<file path="config.mk">
export PLATFORM = sky130hd
export DESIGN_NAME = uart_tx
export DESIGN_NICKNAME = d
export VERILOG_FILES = /design/src/rtl/uart_tx.sv
export SDC_FILE = /design/constraint.sdc
export NUM_CORES = 1
export LEC_CHECK = 0
export ABC_CLOCK_PERIOD_IN_PS = 2300
export BUFFER_PORTS_ARGS = -buffer_cell sky130_fd_sc_hd__buf_2
export CAP_MARGIN = 20
export CORE_UTILIZATION = 55
export DETAILED_ROUTE_END_ITERATION = 6
export PLACE_DENSITY = 0.84
export SLEW_MARGIN = 5
export SYNTH_ARGS = -nofsm -noshare
export SYNTH_HDL_FRONTEND = slang
export SYNTH_SLANG_ARGS = --single-unit
</file>
<file path="constraint.sdc">
create_clock -name clk -period 2.3 [get_ports clk]
set_input_delay 0.345 -clock clk [delete_from_list [all_inputs] [get_ports clk]]
set_output_delay 0.345 -clock clk [all_outputs]
set_load 0.01 [all_outputs]
</file>
<file path="src/rtl/uart_tx.sv">
//------------------------------------------------------------------------------
// Module      : uart_tx
// Description : FIFO-fed UART transmitter (start, DATA_WIDTH bits LSB first,
//               optional even parity, one stop bit). Optional feature macro:
//               UART_TX_PARITY_EN.
// Revision    : 1.0 - initial release
//------------------------------------------------------------------------------
`default_nettype none

module uart_tx #(
    parameter int DATA_WIDTH     = 8,
    parameter int CLKS_PER_BIT   = 104,
    parameter int BAUD_CTR_WIDTH = $clog2(CLKS_PER_BIT),
    parameter int BIT_CTR_WIDTH  = $clog2(DATA_WIDTH)
) (
    input  logic                  clk,
    input  logic                  n_reset,
    input  logic                  enable,
    input  logic [DATA_WIDTH-1:0] fifo_data,
    input  logic                  fifo_empty,
    output logic                  fifo_rd_en,
    output logic                  tx,
    output logic                  busy
);

    typedef enum logic [2:0] {
        S_IDLE   = 3'd0,
        S_LOAD   = 3'd1,
        S_START  = 3'd2,
        S_DATA   = 3'd3,
`ifdef UART_TX_PARITY_EN
        S_PARITY = 3'd4,
`endif
        S_STOP   = 3'd5
    } state_t;

    localparam logic [BAUD_CTR_WIDTH-1:0] c_BAUD_LAST = BAUD_CTR_WIDTH'(CLKS_PER_BIT - 1);
    localparam logic [BIT_CTR_WIDTH-1:0]  c_BIT_LAST  = BIT_CTR_WIDTH'(DATA_WIDTH - 1);

    state_t                    r_state;
    state_t                    w_state_next;
    logic                      r_tx;
    logic                      w_tx_next;
    logic [BAUD_CTR_WIDTH-1:0] r_baud_cnt;
    logic [BAUD_CTR_WIDTH-1:0] w_baud_next;
    logic [BIT_CTR_WIDTH-1:0]  r_bit_idx;
    logic [BIT_CTR_WIDTH-1:0]  w_bit_next;
    logic [DATA_WIDTH-1:0]     r_shift_reg;
    logic [DATA_WIDTH-1:0]     w_shift_next;
    logic                      w_bit_done;
`ifdef UART_TX_PARITY_EN
    logic                      r_parity;
    logic                      w_parity_next;
`endif

    assign fifo_rd_en = n_reset && (r_state == S_IDLE) && enable && !fifo_empty;
    assign tx         = r_tx;
    assign busy       = (r_state != S_IDLE);
    assign w_bit_done = (r_baud_cnt == c_BAUD_LAST);

    always_ff @(posedge clk or negedge n_reset) begin
        if (!n_reset) begin
            r_state <= S_IDLE;
        end else begin
            r_state <= w_state_next;
        end
    end

    // Next-state and datapath: the shift register is consumed LSB first,
    // so the bit to drive next is always r_shift_reg[0].
    always_comb begin
        w_state_next  = r_state;
        w_tx_next     = r_tx;
        w_baud_next   = r_baud_cnt;
        w_bit_next    = r_bit_idx;
        w_shift_next  = r_shift_reg;
`ifdef UART_TX_PARITY_EN
        w_parity_next = r_parity;
`endif
        case (r_state)
            S_IDLE: begin
                w_tx_next   = 1'b1;
                w_baud_next = '0;
                if (fifo_rd_en) begin
                    w_state_next = S_LOAD;
                end
            end
            S_LOAD: begin
                w_shift_next  = fifo_data;
`ifdef UART_TX_PARITY_EN
                w_parity_next = ^fifo_data;
`endif
                w_tx_next     = 1'b0;
                w_baud_next   = '0;
                w_bit_next    = '0;
                w_state_next  = S_START;
            end
            S_START: begin
                if (w_bit_done) begin
                    w_baud_next  = '0;
                    w_bit_next   = '0;
                    w_tx_next    = r_shift_reg[0];
                    w_shift_next = r_shift_reg >> 1;
                    w_state_next = S_DATA;
                end else begin
                    w_baud_next = r_baud_cnt + 1'b1;
                end
            end
            S_DATA: begin
                if (w_bit_done) begin
                    w_baud_next = '0;
                    if (r_bit_idx == c_BIT_LAST) begin
`ifdef UART_TX_PARITY_EN
                        w_tx_next    = r_parity;
                        w_state_next = S_PARITY;
`else
                        w_tx_next    = 1'b1;
                        w_state_next = S_STOP;
`endif
                    end else begin
                        w_bit_next   = r_bit_idx + 1'b1;
                        w_tx_next    = r_shift_reg[0];
                        w_shift_next = r_shift_reg >> 1;
                    end
                end else begin
                    w_baud_next = r_baud_cnt + 1'b1;
                end
            end
`ifdef UART_TX_PARITY_EN
            S_PARITY: begin
                if (w_bit_done) begin
                    w_baud_next  = '0;
                    w_tx_next    = 1'b1;
                    w_state_next = S_STOP;
                end else begin
                    w_baud_next = r_baud_cnt + 1'b1;
                end
            end
`endif
            S_STOP: begin
                if (w_bit_done) begin
                    w_baud_next  = '0;
                    w_tx_next    = 1'b1;
                    w_state_next = S_IDLE;
                end else begin
                    w_baud_next = r_baud_cnt + 1'b1;
                end
            end
            default: begin
                w_tx_next    = 1'b1;
                w_baud_next  = '0;
                w_state_next = S_IDLE;
            end
        endcase
    end

    always_ff @(posedge clk or negedge n_reset) begin
        if (!n_reset) begin
            r_tx        <= 1'b1;
            r_baud_cnt  <= '0;
            r_bit_idx   <= '0;
            r_shift_reg <= '0;
`ifdef UART_TX_PARITY_EN
            r_parity    <= 1'b0;
`endif
        end else begin
            r_tx        <= w_tx_next;
            r_baud_cnt  <= w_baud_next;
            r_bit_idx   <= w_bit_next;
            r_shift_reg <= w_shift_next;
`ifdef UART_TX_PARITY_EN
            r_parity    <= w_parity_next;
`endif
        end
    end

endmodule

`default_nettype wire

</file>
Word-level counts from Yosys, hierarchy flattened

Index checks and enable logic that the tools add are counted.

Register bits after elaboration: 22
Input bits: 12
Output and inout port bits: 3
Word-level logic and storage cells: 50

$add $sub $neg: 2
Equal/unequal tests: 12
Muxes and demuxes: 20
Reduce and logical (&&, ||, !) cells: 11

Operator list:

| operator            | number |
|---|---|
| $mux 8              | 3 |
| $pmux 8 s3          | 1 |
| $mux 3              | 7 |
| $pmux 3 s5          | 1 |
| $mux 7              | 2 |
| $ne 2x2->1 const B  | 6 |
| $pmux 3 s3          | 1 |
| $add 7x1->7 const B | 1 |
| $eq 7x7->1 const B  | 1 |
| $eq 3x2->1 const B  | 2 |
| $eq 3x3->1 const B  | 2 |
| $reduce_bool 3->1   | 2 |
| $reduce_and 5->1    | 1 |
| $mux 1              | 4 |
| $pmux 1 s4          | 1 |
| $reduce_and 4->1    | 1 |
| $add 3x1->3 const B | 1 |
| $eq 3x1->1 const B  | 1 |
| $logic_and 1x1->1   | 3 |
| $logic_not 3->1     | 1 |
| $reduce_and 3->1    | 1 |
| $reduce_or 3->1     | 1 |
| $logic_not 1->1     | 1 |

Depth between registers and ports, before layout

Gate-level depths: netlist of the first run.

Depth after elaboration: 6
Gate-level depth with buffers: 7
Gate-level depth less buffers: 6

Least setup slack after synthesis of the first run

OpenSTA, ideal clock, no wires.

Kind: register -> register
From: reg r_bit_idx[0]
To: reg r_bit_idx[1]
Library setup time: 0.122 ns
Data arrival time: 1.535 ns
Required time: 2.178 ns
Setup slack: 0.644 ns
Stages on the path, launching flop included: 8
Buffers on the path: 1
Period minus slack after synthesis: 1.656 ns
Cell sequence: dfrtp_1 > ha_1 > ha_1 > and3_1 > nor3_2 > buf_4 > o21ai_1 > a32o_1

Cells in the longest elaborated chain, start to end: 4
Elaborated cells on any way between the ends: 7
Classes of those cells: add/sub: 1; eq/ne: 2; mux: 3; reduce/logical: 1

Ends and longest elaborated chain:

| what                   | line | text |
|---|---|---|
| start, declared        | 46   | `logic [BIT_CTR_WIDTH-1:0] r_bit_idx;` |
| start signal, assigned | 169  | `r_bit_idx <= w_bit_next;` |
| $add 3x1->3            | 121  | `w_bit_next = r_bit_idx + 1'b1;` |
| $mux 3                 | 112  | `if (r_bit_idx == c_BIT_LAST) begin` |
| $mux 3                 | 110  | `if (w_bit_done) begin` |
| $pmux 3 s3             | 80   | `case (r_state)` |

Parallel ways exist; a longest one is shown, timed or not. The select of a mux whose other input is x is not followed.
A chain may end at the register's enable or synchronous reset.

Worst setup path after layout of the first run

From: reg r_state[2]
To: out fifo_rd_en

Cells in the longest elaborated chain, start to end: 4

Ends and longest elaborated chain:

| what                           | line | text |
|---|---|---|
| start, declared                | 40   | `state_t r_state;` |
| start signal, assigned         | 65   | `r_state <= w_state_next;` |
| $logic_not 3->1                | 56   | `assign fifo_rd_en = n_reset && (r_state == S_IDLE) && enable && !fifo_empty;` |
| $logic_and 1x1->1 (3 in a row) | 56   |  |
| end, declared                  | 21   | `output logic fifo_rd_en,` |

Every way passes these cells.

==> metrics.md, run 1 <==
| Metric | Value |
|---|---|
| Sequential area share after synthesis | 0.509 |
| Area growth syn-to-layout | 12.0% |
| Worst flop-to-flop path endpoint | r_bit_idx[1] |
| Total Power | 602 uW |
| Hold Slack | -0.00408 ns |
| CTS tree | built |
| Worst Max-Slew Pin Slew | 0.425 ns |
| Clock Latency Late Sink | 0.31 ns |
| Hold buffers post-CTS | 0 |
| Chip Height | 46.4 um |
| Global-route wire length before repair | 3420 um |
| FFs w/ async S/R, synth | 1.00 |
| Final hold viol count | 5 |
| # setup viols final | 0 |
| Required @ worst endpoint | 1.96 ns |
| Failing checks | hold timing |
| Share of layout cells above drive strength 1 | 0.252 |
| Min-Delay Path Class | in2async |
| Gr usage total | 0.230 |
| Number of routed nets with antenna violations | 0 |
| Initial drt markers | 15 |
| HPWL after detailed placement | 1440 um |
| I/O Buffers | 14 |
| CP bufs+invs | 1 |
| Setup TNS Final | 0 ns |
| Placement Setup Slack | 0.509 ns |
| Dominant synthesized flop cell | dfrtp_1 |
| WP depth | 3 |
| Net Count, Synth | 112 |
| Detailed-route DRC error count | 0 |
| CP max stage delay | 0.45 ns |
| Clk slew on worst S/H paths | 0.12 ns |
| CTS sink cnt | 22 |
| Setup crit end kind | output pin |
| Leak | 0.560 nW |
| Setup crit start | r_state[2] |
| Die ar. | 2150 um^2 |
| Wire per inst | 14.0 um |
| Crit Path Max Fanout | 6 |
| Starting Density | 0.608 |
| Final-layout fill cell count | 140 |
| Relative slew slack | 0.714 |
| Final Critical Period | 1.87 ns |
| Antenna cells | 0 |
| Vias in the first global route | 836 |
| Commonest non-fill, non-tap cell in the layout | dfrtp_1 |
| CTS buffer count | 3 |
| Die Wd | 46.4 um |
| Post-CTS setup buffer count | 0 |
| Crit share post-route | 0.813 |
| Initial antenna violation count | 0 |
| H-tree depth | 1 |
| Syn Inst Count | 97 |
| Multi-input logic area | 512 um^2 |
| Core Box Area | 1780 um^2 |
| # rows | 15 |
| Final Max Slew Viols | 0 |
| RSZ-0062 raised after global routing | no |
| CP delay by family, top | simple AND/OR/NAND/NOR gates |
| Gr ovfl total | 0 |
| Register-to-Register Path Depth | 7 |
| Total Nets Final | 131 |
| Post-Route WL | 1970 um |
| Vias post-DR | 785 |
| Max FFs per register | 8 |
| MaxCap Viol Count | 0 |
| PD cells | 496 nW/um^2 |
| CTS root buf | clkbuf_4 |
| Final Util | 0.681 |
| IO Count | 15 |
| Gp weighted congestion | 0.932 |
| Critical Path Source Type | flop |
| Status | finished, violations left |
| Maximum VDD drop | 270 uV |
| Post-synth cell types | 34 |
| Fmax | 535 MHz |
| Mapped Avg Cell Area | 11.2 um^2 |
| Mapped cell area | 1080 um^2 |
| Sequential cell area | 552 um^2 |
| Max Clock Skew | 0.0153 ns |
| Vias per cell | 5.61 |
| Crit-path cells | or3_1, nor3_2, buf_2 |
| Crit path kind | reg2out |
| Reg2reg setup slack | 0.47 ns |
| Post-synth EDFFs | 0 |
| Final Worst Setup Slack | 0.431 ns |
| DR pass1 iterations | 4 |
| Crit path arrival time | 1.52 ns |
| Worst path slowest cell | dfrtp_1 |
| Synth warn | 0 |
| Maximum number of pins on one net before global-route repair | 23 |
| Yosys reg bits | 22 |
| Clock Path Buffers | 2 |
| Number of gates resized after CTS | 0 |
| Reg-to-reg startpoint | r_bit_idx[0] |
| Commonest non-fill, non-tap cells in the layout | dfrtp_1 (21), buf_2 (14), nor2_1 (8), o22ai_1 (7), a2bb2oi_1 (7) |
cell families (layout without fill, tap and decap cells):
group,Yosys count,in the layout,share of synthesized area
simple gates,35,35,0.191
compound gates,27,27,0.195
flops,22,22,0.509
xor+xnor,4,4,0.0323
buf+inv,4,22,0.0185
fa+ha+maj,3,3,0.0346
mux,2,2,0.0196
power breakdown:
part	switching [mW]	internal, mW	total (mW)
clock network	0.111	0.0678	0.178
registers	0.00385	0.394	0.398
logic	0.0123	0.0138	0.0261
total	0.127	0.475	0.602
cells in the mapped netlist (2+ instances only):
cell type	number	share of area
nor3_2	2	0.018
inv_1	2	0.0069
nand2b_1	3	0.017
xnor2_1	2	0.016
ha_1	3	0.035
nand3_1	4	0.018
nor2b_1	2	0.012
o22ai_1	7	0.040
and3_1	4	0.023
a2bb2oi_1	7	0.057
a22oi_1	2	0.014
dfrtp_1	21	0.48
nor2_1	8	0.028
nand2_1	5	0.017
a32o_1	3	0.028
o21ai_0	3	0.014
xor2_1	2	0.016
routing by layer:
layer,vias to the layer above,routed length (um),track usage
met3,4,51,0.0392
li1,393,-,-
met4,0,24,0.118
met5,-,0,0
met1,374,895,0.295
met2,14,994,0.367
worst max path at each step:
stage                endpoint  slack (ns)
2_1_floorplan    r_bit_idx[1]        0.64
3_3_place_gp   r_shift_reg[7]        0.58
3_5_place_dp     r_bit_idx[2]        0.51
4_1_cts            fifo_rd_en        0.43
5_1_grt          r_bit_idx[2]        0.33
6_report           fifo_rd_en        0.43
per-stage QoR:
stage | std cells | instance area (um^2)
after detailed placement | 136 | 1190
after global placement | 136 | 1190
after CTS | 140 | 1210
after global routing | 140 | 1210
after floorplan | 97 | 1080
final | 140 | 1210
worst register-to-register path, stage by stage, from the launching register on:
cell,delay (ns)
dfrtp_1,0.42
ha_1,0.20
ha_1,0.21
and3_1,0.21
nor3_2,0.15
buf_4,0.20
o21ai_1,0.11
a32o_1,0.23
cell type report:
cell class                 count  share of cell area
clock buffer                   4              0.0216
sequential                    22               0.455
inverter                       2             0.00619
multi-input combinational     71               0.422
timing repair buffer          16              0.0701
tap                           25              0.0258
(Power assumes the default switching activity.)
==> inputs of run 2 (changes only) <==
--- a/config.mk
+++ b/config.mk
@@ -5,12 +5,13 @@
 export SDC_FILE = /design/constraint.sdc
 export NUM_CORES = 1
 export LEC_CHECK = 0
-export ABC_CLOCK_PERIOD_IN_PS = 2300
+export ABC_AREA = 1
+export ABC_CLOCK_PERIOD_IN_PS = 1700
 export BUFFER_PORTS_ARGS = -buffer_cell sky130_fd_sc_hd__buf_2
 export CAP_MARGIN = 20
-export CORE_UTILIZATION = 55
+export CORE_UTILIZATION = 51
 export DETAILED_ROUTE_END_ITERATION = 6
-export PLACE_DENSITY = 0.84
+export PLACE_DENSITY = 0.81
 export SLEW_MARGIN = 5
 export SYNTH_ARGS = -nofsm -noshare
 export SYNTH_HDL_FRONTEND = slang
==> constraint.sdc (replaced) <==
create_clock -name clk -period 1.7 [get_ports clk]
set_input_delay 0.255 -clock clk [delete_from_list [all_inputs] [get_ports clk]]
set_output_delay 0.255 -clock clk [all_outputs]
set_load 0.01 [all_outputs]
==> run 2 against run 1 <==
  * The run now ends clean
  * Via count grew 36%
  * Synthesized cell count grew 63%
  * Wire length grew 21%
  * Critical path type unchanged
==> metrics.md, run 2 <==
| Metric | Value |
|---|---|
| Status | finished clean (was finished, violations left) |
| Dominant synthesized flop cell | dfrtp_1 (unchanged) |
| Relative slew slack | 0.810 (was 0.714) |
| Maximum VDD drop | 992 uV (was 270 uV) |
| Clk slew on worst S/H paths | 0.12 ns (about the same) |
| Synth warn | 0 (unchanged) |
| HPWL after detailed placement | 1730 um (was 1440 um) |
| Yosys reg bits | 22 (unchanged) |
| Fmax | 648 MHz |
| Required @ worst endpoint | 1.44 ns (was 1.96 ns) |
| Post-synth top area share | 0.433 (was 0.485) |
| CTS buffer count | 3 (unchanged) |
| CTS root buf | clkbuf_4 (unchanged) |
| Clock Path Buffers | 2 (unchanged) |
| Max FFs per register | 8 (unchanged) |
| Vias post-DR | 1068 (was 785) |
| Mapped cell area | 1210 um^2 (was 1080 um^2) |
| Sequential cell area | 553 um^2 (was 552 um^2) |
| Initial drt markers | 38 (was 15) |
| Dominant cells by area after synthesis | dfrtp_1 (43%), nand2_1 (21%), nand3_1 (6.6%), nor2_1 (4.3%), ha_1 (3.1%) (was dfrtp_1 (48%), a2bb2oi_1 (5.7%), o22ai_1 (4.0%), ha_1 (3.5%), a32o_1 (2.8%)) |
| Max Clock Skew | 0.00192 ns (was 0.0153 ns) |
| Syn Inst Count | 158 (was 97) |
| # setup viols final | 0 (unchanged) |
| Total Power | 2.38 mW (was 602 uW) |
| Core Box Area | 2230 um^2 (was 1780 um^2) |
| Post-Layout Cell Count | 205 (was 140) |
| Final-layout fill cell count | 203 (was 140) |
| Sequential area share after synthesis | 0.454 (was 0.509) |
| Clock Latency Late Sink | 0.30 ns (was 0.31 ns) |
| Final Util | 0.607 (was 0.681) |
| Commonest non-fill, non-tap cells in the layout | nand2_1 (67), dfrtp_1 (20), nand3_1 (16), nor2_1 (14), buf_2 (14) (was dfrtp_1 (21), buf_2 (14), nor2_1 (8), o22ai_1 (7), a2bb2oi_1 (7)) |
| Synth top cells by count | nand2_1 (69), dfrtp_1 (21), nand3_1 (16) (was dfrtp_1 (21), nor2_1 (8), a2bb2oi_1 (7), o22ai_1 (7), nand2_1 (5)) |
| Gr ovfl total | 0 (unchanged) |
| Global-route wire length before repair | 4080 um (was 3420 um) |
| CTS sink cnt | 22 (unchanged) |
| Net Count, Synth | 173 (was 112) |
| Leak | 0.746 nW (was 0.560 nW) |
| Die Wd | 50.8 um (was 46.4 um) |
| I/O Buffers | 14 (unchanged) |
| Post-synth cell types | 24 (was 34) |
| Setup TNS Final | 0 ns (unchanged) |
| CTS tree | built (unchanged) |
| Chip Height | 50.8 um (was 46.4 um) |
| Reg2reg setup slack | 0.23 ns (was 0.47 ns) |
| Number of routed nets with antenna violations | 0 (unchanged) |
| Vias in the first global route | 1001 (was 836) |
| Dominant cell type by area after synthesis | dfrtp_1 (unchanged) |
| Most frequent cell after synthesis | nand2_1 (was dfrtp_1) |
| Crit Path Max Fanout | 4 (was 6) |
| Post-Route WL | 2370 um (was 1970 um) |
| Area growth syn-to-layout | 11.5% (was 12.0%) |
| PD cells | 1750 nW/um^2 (was 496 nW/um^2) |
| Commonest non-fill, non-tap cell in the layout | nand2_1 (was dfrtp_1) |
| Dpl cells | 199 (was 136) |
| Final Critical Period | 1.54 ns |
| Final Max Slew Viols | 0 (unchanged) |
| Total Nets Final | 193 (was 131) |
| Die ar. | 2580 um^2 (was 2150 um^2) |
| Final hold viol count | 0 (was 5) |
| Mapped Avg Cell Area | 7.69 um^2 (was 11.2 um^2) |
| Worst Max-Slew Pin Slew | 0.285 ns (was 0.425 ns) |
| Crit share post-route | 0.908 |
| Setup crit end kind | output pin (unchanged) |
| Vias per cell | 5.21 (was 5.61) |
| H-tree depth | 1 (unchanged) |
| Share of layout cells above drive strength 1 | 0.203 (was 0.252) |
| Starting Density | 0.544 (was 0.608) |
| Gr usage total | 0.211 (was 0.230) |
| RSZ-0062 raised after global routing | no (unchanged) |
| Antenna cells | 0 (unchanged) |
| Min-Delay Path Class | in2reg (was in2async) |
| IO Count | 15 (unchanged) |
| Multi-input logic area | 591 um^2 (was 512 um^2) |
| Gp weighted congestion | 0.811 (was 0.932) |
| Detailed-route DRC error count | 0 (unchanged) |
| Initial antenna violation count | 0 (unchanged) |
| DR pass1 iterations | 4 (unchanged) |
| # rows | 17 (was 15) |
| Critical Path Source Type | flop (unchanged) |
| FFs w/ async S/R, synth | 1.00 (unchanged) |
| Crit path arrival time | 1.29 ns (was 1.52 ns) |
| Post-synth EDFFs | 0 (unchanged) |
| Wire per inst | 11.6 um (was 14.0 um) |
| Maximum number of pins on one net before global-route repair | 23 (unchanged) |
| Crit path kind | reg2out (unchanged) |
| MaxCap Viol Count | 0 (unchanged) |
==> run 2: changes by cell type after synthesis, moves of 3 or more <==
cell | before | now
nand2_1 | 5 | 69
nand3_1 | 4 | 16
a2bb2oi_1 | 7 | 0
o22ai_1 | 7 | 0
nor2_1 | 8 | 14
and3_1 | 4 | 0
inv_1 | 2 | 6
a32o_1 | 3 | 0
inv_2 | 0 | 3
nand2b_1 | 3 | 0
nand4_1 | 0 | 3
nor3_1 | 1 | 4
==> run 2: cell type report <==
cell class | count | share of cell area
timing repair buffer | 19 | 0.0813
tap | 28 | 0.0259
multi-input combinational | 122 | 0.436
inverter | 10 | 0.0295
sequential | 22 | 0.408
clock buffer | 4 | 0.0194
==> run 2: layer usage <==
| layer | share of wire | global-route usage | wire length (um) | up-vias |
|---|---|---|---|---|
| met5 | 0 | 0 | 0 | - |
| met4 | 0.0042 | 0.0880 | 10 | 0 |
| met3 | 0.019 | 0.0273 | 45 | 2 |
| met2 | 0.51 | 0.369 | 1220 | 13 |
| met1 | 0.46 | 0.259 | 1100 | 513 |
| li1 | - | - | - | 540 |
==> run 2: worst paths after layout <==
kind                            cells past startpoint            from        endpoint
worst max-delay path                                4      r_state[1]      fifo_rd_en
worst min-delay path                                3    fifo_data[7]  r_shift_reg[7]
worst max register to register                      8   r_baud_cnt[0]    r_bit_idx[0]
worst min register to register                      2  r_shift_reg[7]  r_shift_reg[7]
max in group asynchronous                           3         n_reset              tx
min in group asynchronous                           3         n_reset      r_state[0]
==> run 2: report_power, final <==
| group | internal (mW) | switching, mW |
|---|---|---|
| registers | 0.724 | 0.142 |
| logic | 0.433 | 0.827 |
| clock network | 0.0914 | 0.160 |
| total | 1.25 | 1.13 |
==> run 2: kinds of logic after synthesis <==
family / share of synthesized area
and+or+nand+nor: 0.424
DFF: 0.454
buffers and inverters: 0.0638
AOI/OAI and AO/OA: 0.0196
adders and majority gates: 0.0309
xor gates and xnor gates: 0.00721
==> run 2: per-stage QoR <==
stage,hold slack (ns),area [um^2],worst slack (ns)
after floorplan,-0.0406,1210,0.327
after global placement,0.259,1310,0.193
after detailed placement,0.263,1310,0.108
after CTS,0.179,1340,0.0243
after global routing,0.197,1360,0.0398
final,0.179,1360,0.157
==> run 2: what timing repair did <==
item | in CTS | in global routing
resized for setup | 0 | 3
hold endpoints to repair | 21 | 0
hold buffers | 1 | 0
endpoints found under the setup margin | 0 | 12
buffers inserted | 0 | 1
==> run 2: worst max-delay path, stage by stage, from the launching register on <==
cell and delay (ns):
dfrtp_1 0.45, inv_2 0.15, nand2_1 0.11, nor3_1 0.12, buf_2 0.15
==> inputs of run 3 (changes only) <==
--- a/config.mk
+++ b/config.mk
@@ -5,13 +5,12 @@
 export SDC_FILE = /design/constraint.sdc
 export NUM_CORES = 1
 export LEC_CHECK = 0
-export ABC_AREA = 1
 export ABC_CLOCK_PERIOD_IN_PS = 1700
 export BUFFER_PORTS_ARGS = -buffer_cell sky130_fd_sc_hd__buf_2
 export CAP_MARGIN = 20
-export CORE_UTILIZATION = 51
+export CORE_UTILIZATION = 49
 export DETAILED_ROUTE_END_ITERATION = 6
-export PLACE_DENSITY = 0.81
+export PLACE_DENSITY = 0.79
 export SLEW_MARGIN = 5
 export SYNTH_ARGS = -nofsm -noshare
 export SYNTH_HDL_FRONTEND = slang
==> run 3 against run 2 <==
  * The run now ends with setup timing left
  * Flip-flop and latch count unchanged
  * Sequential share of layout area down 2.0 points
  * Die area is 6.9% lower
  * Critical path depth increased by 3
  * Combinational power down 97%
  * Critical path type is now reg2reg
  * Largest cell class unchanged
==> metrics.md, run 3 (synthesized netlist as in run 1, its figures left out) <==
| Metric | Value |
|---|---|
| Detailed-route DRC error count | 0 (unchanged) |
| Total Nets Final | 145 (was 193) |
| Worst path slowest cell | dfrtp_1 (unchanged) |
| Final Max Slew Viols | 0 (unchanged) |
| Final Util | 0.705 (was 0.607) |
| Clock Path Buffers | 2 (unchanged) |
| Die ar. | 2400 um^2 (was 2580 um^2) |
| Hold_sp | fifo_data[7] (unchanged) |
| Crit-path cells | ha_2, ha_4, and3_4, nor3_4, a21boi_4, buf_4, a2bb2oi_2 (was inv_2, nand2_1, nor3_1, buf_2) |
| IO Count | 15 (unchanged) |
| DR pass1 iterations | 4 (unchanged) |
| Die Wd | 49.0 um (was 50.8 um) |
| Required @ worst endpoint | 1.95 ns (was 1.44 ns) |
| Area growth syn-to-layout | 31.6% (was 11.5%) |
| Gr usage total | 0.219 (was 0.211) |
| Chip Height | 49.0 um (was 50.8 um) |
| Worst Max-Slew Pin Slew | 0.301 ns (was 0.285 ns) |
| Max FFs per register | 8 (unchanged) |
| CP delay by family, top | compound AO/OA/AOI/OAI gates (was flip-flops) |
| Wire per inst | 15.1 um (was 11.6 um) |
| Leak | 0.657 nW (was 0.746 nW) |
| RSZ-0062 raised after global routing | yes (was no) |
| Core Box Area | 2020 um^2 (was 2230 um^2) |
| Switching part of the total | 0.195 (was 0.475) |
| Initial drt markers | 32 (was 38) |
| Dpl cells | 140 (was 199) |
| Crit Path Max Fanout | 6 (was 4) |
| I/O Buffers | 14 (unchanged) |
| Setup crit start | r_bit_idx[1] (was r_state[1]) |
| Clk pwr share | 0.410 (was 0.106) |
| Psw | 193 uW (was 1.13 mW) |
| Critical Path Source Type | flop (unchanged) |
| Part of the power in combinational logic | 0.043 (was 0.530) |
| CTS sink cnt | 22 (unchanged) |
| Placement Setup Slack | -0.0522 ns (was 0.108 ns) |
| Max Clock Skew | 0.00355 ns (was 0.00192 ns) |
| Setup crit end kind | flop (was output pin) |
| CTS tree | built (unchanged) |
| CTS root buf | clkbuf_4 (unchanged) |
| Commonest non-fill, non-tap cells in the layout | dfrtp_1 (19), buf_4 (15), buf_2 (14), nor2_1 (8), o22ai_1 (7) (was nand2_1 (67), dfrtp_1 (20), nand3_1 (16), nor2_1 (14), buf_2 (14)) |
| Relative slew slack | 0.799 (was 0.810) |
| Min-Delay Path Class | in2reg (unchanged) |
| P_int | 794 uW (was 1.25 mW) |
| Share of layout cells above drive strength 1 | 0.426 (was 0.203) |
| Crit path kind | reg2reg (was reg2out) |
| # rows | 16 (was 17) |
| Antenna cells | 0 (unchanged) |
| Post-Route WL | 2350 um (was 2370 um) |
| Gr ovfl total | 0 (unchanged) |
| Vias in the first global route | 911 (was 1001) |
| Reg-to-reg startpoint | r_bit_idx[1] (was r_baud_cnt[0]) |
| Final hold viol count | 0 (unchanged) |
| Commonest non-fill, non-tap cell in the layout | dfrtp_1 (was nand2_1) |
| Post-Layout Cell Count | 156 (was 205) |
| Hold Slack | 0.191 ns (was 0.179 ns) |
| Crit path arrival time | 1.99 ns (was 1.29 ns) |
| MaxCap Viol Count | 0 (unchanged) |
| Flop pwr share | 0.547 (was 0.364) |
| CP max stage delay | 0.41 ns (was 0.45 ns) |
| Vias per cell | 5.71 (was 5.21) |
| Starting Density | 0.536 (was 0.544) |
| Number of routed nets with antenna violations | 0 (unchanged) |
| Gp weighted congestion | 0.784 (was 0.811) |
| Vias post-DR | 891 (was 1068) |
| Final Critical Period | 1.74 ns (was 1.54 ns) |
| CP bufs+invs | 1 (was 2) |
| # setup viols final | 7 (was 0) |
| Global-route wire length before repair | 3990 um (was 4080 um) |
| HPWL after detailed placement | 1460 um (was 1730 um) |
| Initial antenna violation count | 0 (unchanged) |
| CTS buffer count | 3 (unchanged) |
| Fmax | 574 MHz (was 648 MHz) |
| H-tree depth | 1 (unchanged) |
| Clk slew on worst S/H paths | 0.13 ns (was 0.12 ns) |
| Maximum number of pins on one net before global-route repair | 23 (unchanged) |
| Clock Latency Late Sink | 0.31 ns (was 0.30 ns) |
| PD cells | 692 nW/um^2 (was 1750 nW/um^2) |
| Final Worst Setup Slack | -0.0421 ns (was 0.157 ns) |
| Crit share post-route | 1.02 (was 0.908) |
| Failing checks | setup timing |
| Status | finished, violations left (was finished clean) |
| Maximum VDD drop | 484 uV (was 992 uV) |
| Total Power | 987 uW (was 2.38 mW) |
==> run 3: cell types whose count changed in the layout (fill, tap and decap cells not counted), sizes merged, moves of 8 or more <==
| cell | before | now |
|---|---|---|
| buf | 18 | 29 |
| inv | 10 | 2 |
| nand2 | 72 | 6 |
| nand3 | 17 | 4 |
| nor2 | 16 | 8 |
==> run 3: what timing repair did <==
action                     in CTS  in global routing
pin swaps                       6                  2
setup buffers                   5                  6
resized for setup              13                  2
setup endpoints to repair      10                 13
hold endpoints to repair       21                  0
gates cloned                    0                  0
hold buffers                    1                  0
==> run 3: layer usage <==
metal,track usage,up-vias,wire (um)
li1,-,424,-
met1,0.269,435,1060
met2,0.368,25,1170
met3,0.0374,7,76
met4,0.113,0,41
met5,0,-,0
==> run 3: final cells by class <==
class | instances | area, um^2
fill | 144 | 596
multi-input combinational | 71 | 586
sequential | 22 | 554
timing repair buffer | 30 | 193
tap | 27 | 33.8
clock inverter | 1 | 30.0
clock buffer | 3 | 22.5
inverter | 2 | 7.51
==> run 3: worst paths after layout <==
kind | slack [ns] | cells after the start | end
setup / recovery | -0.04 | 7 | r_shift_reg[0]
hold / removal | 0.19 | 2 | r_shift_reg[7]
setup reg to reg | -0.04 | 7 | r_shift_reg[0]
hold reg to reg | 0.47 | 1 | r_baud_cnt[0]
max in group asynchronous | 0.98 | 3 | tx
min in group asynchronous | 0.44 | 3 | r_state[2]
==> run 3: through the flow <==
| stage | area [um^2] | setup TNS [ns] |
|---|---|---|
| after floorplan | 1080 | 0 |
| after global placement | 1200 | 0 |
| after detailed placement | 1200 | -0.156 |
| after CTS | 1370 | -0.0659 |
| after global routing | 1430 | -0.760 |
| final | 1430 | -0.206 |
==> run 3: power by group through the flow <==
stage	Clock, mW	Sequential, mW	Combinational [mW]
global route	0.423	0.541	0.0476
global placement	0	0.548	0.0358
floorplan	0	0.547	0.0108
CTS	0.408	0.540	0.0422
finish	0.404	0.540	0.0424
detailed placement	0	0.548	0.0375
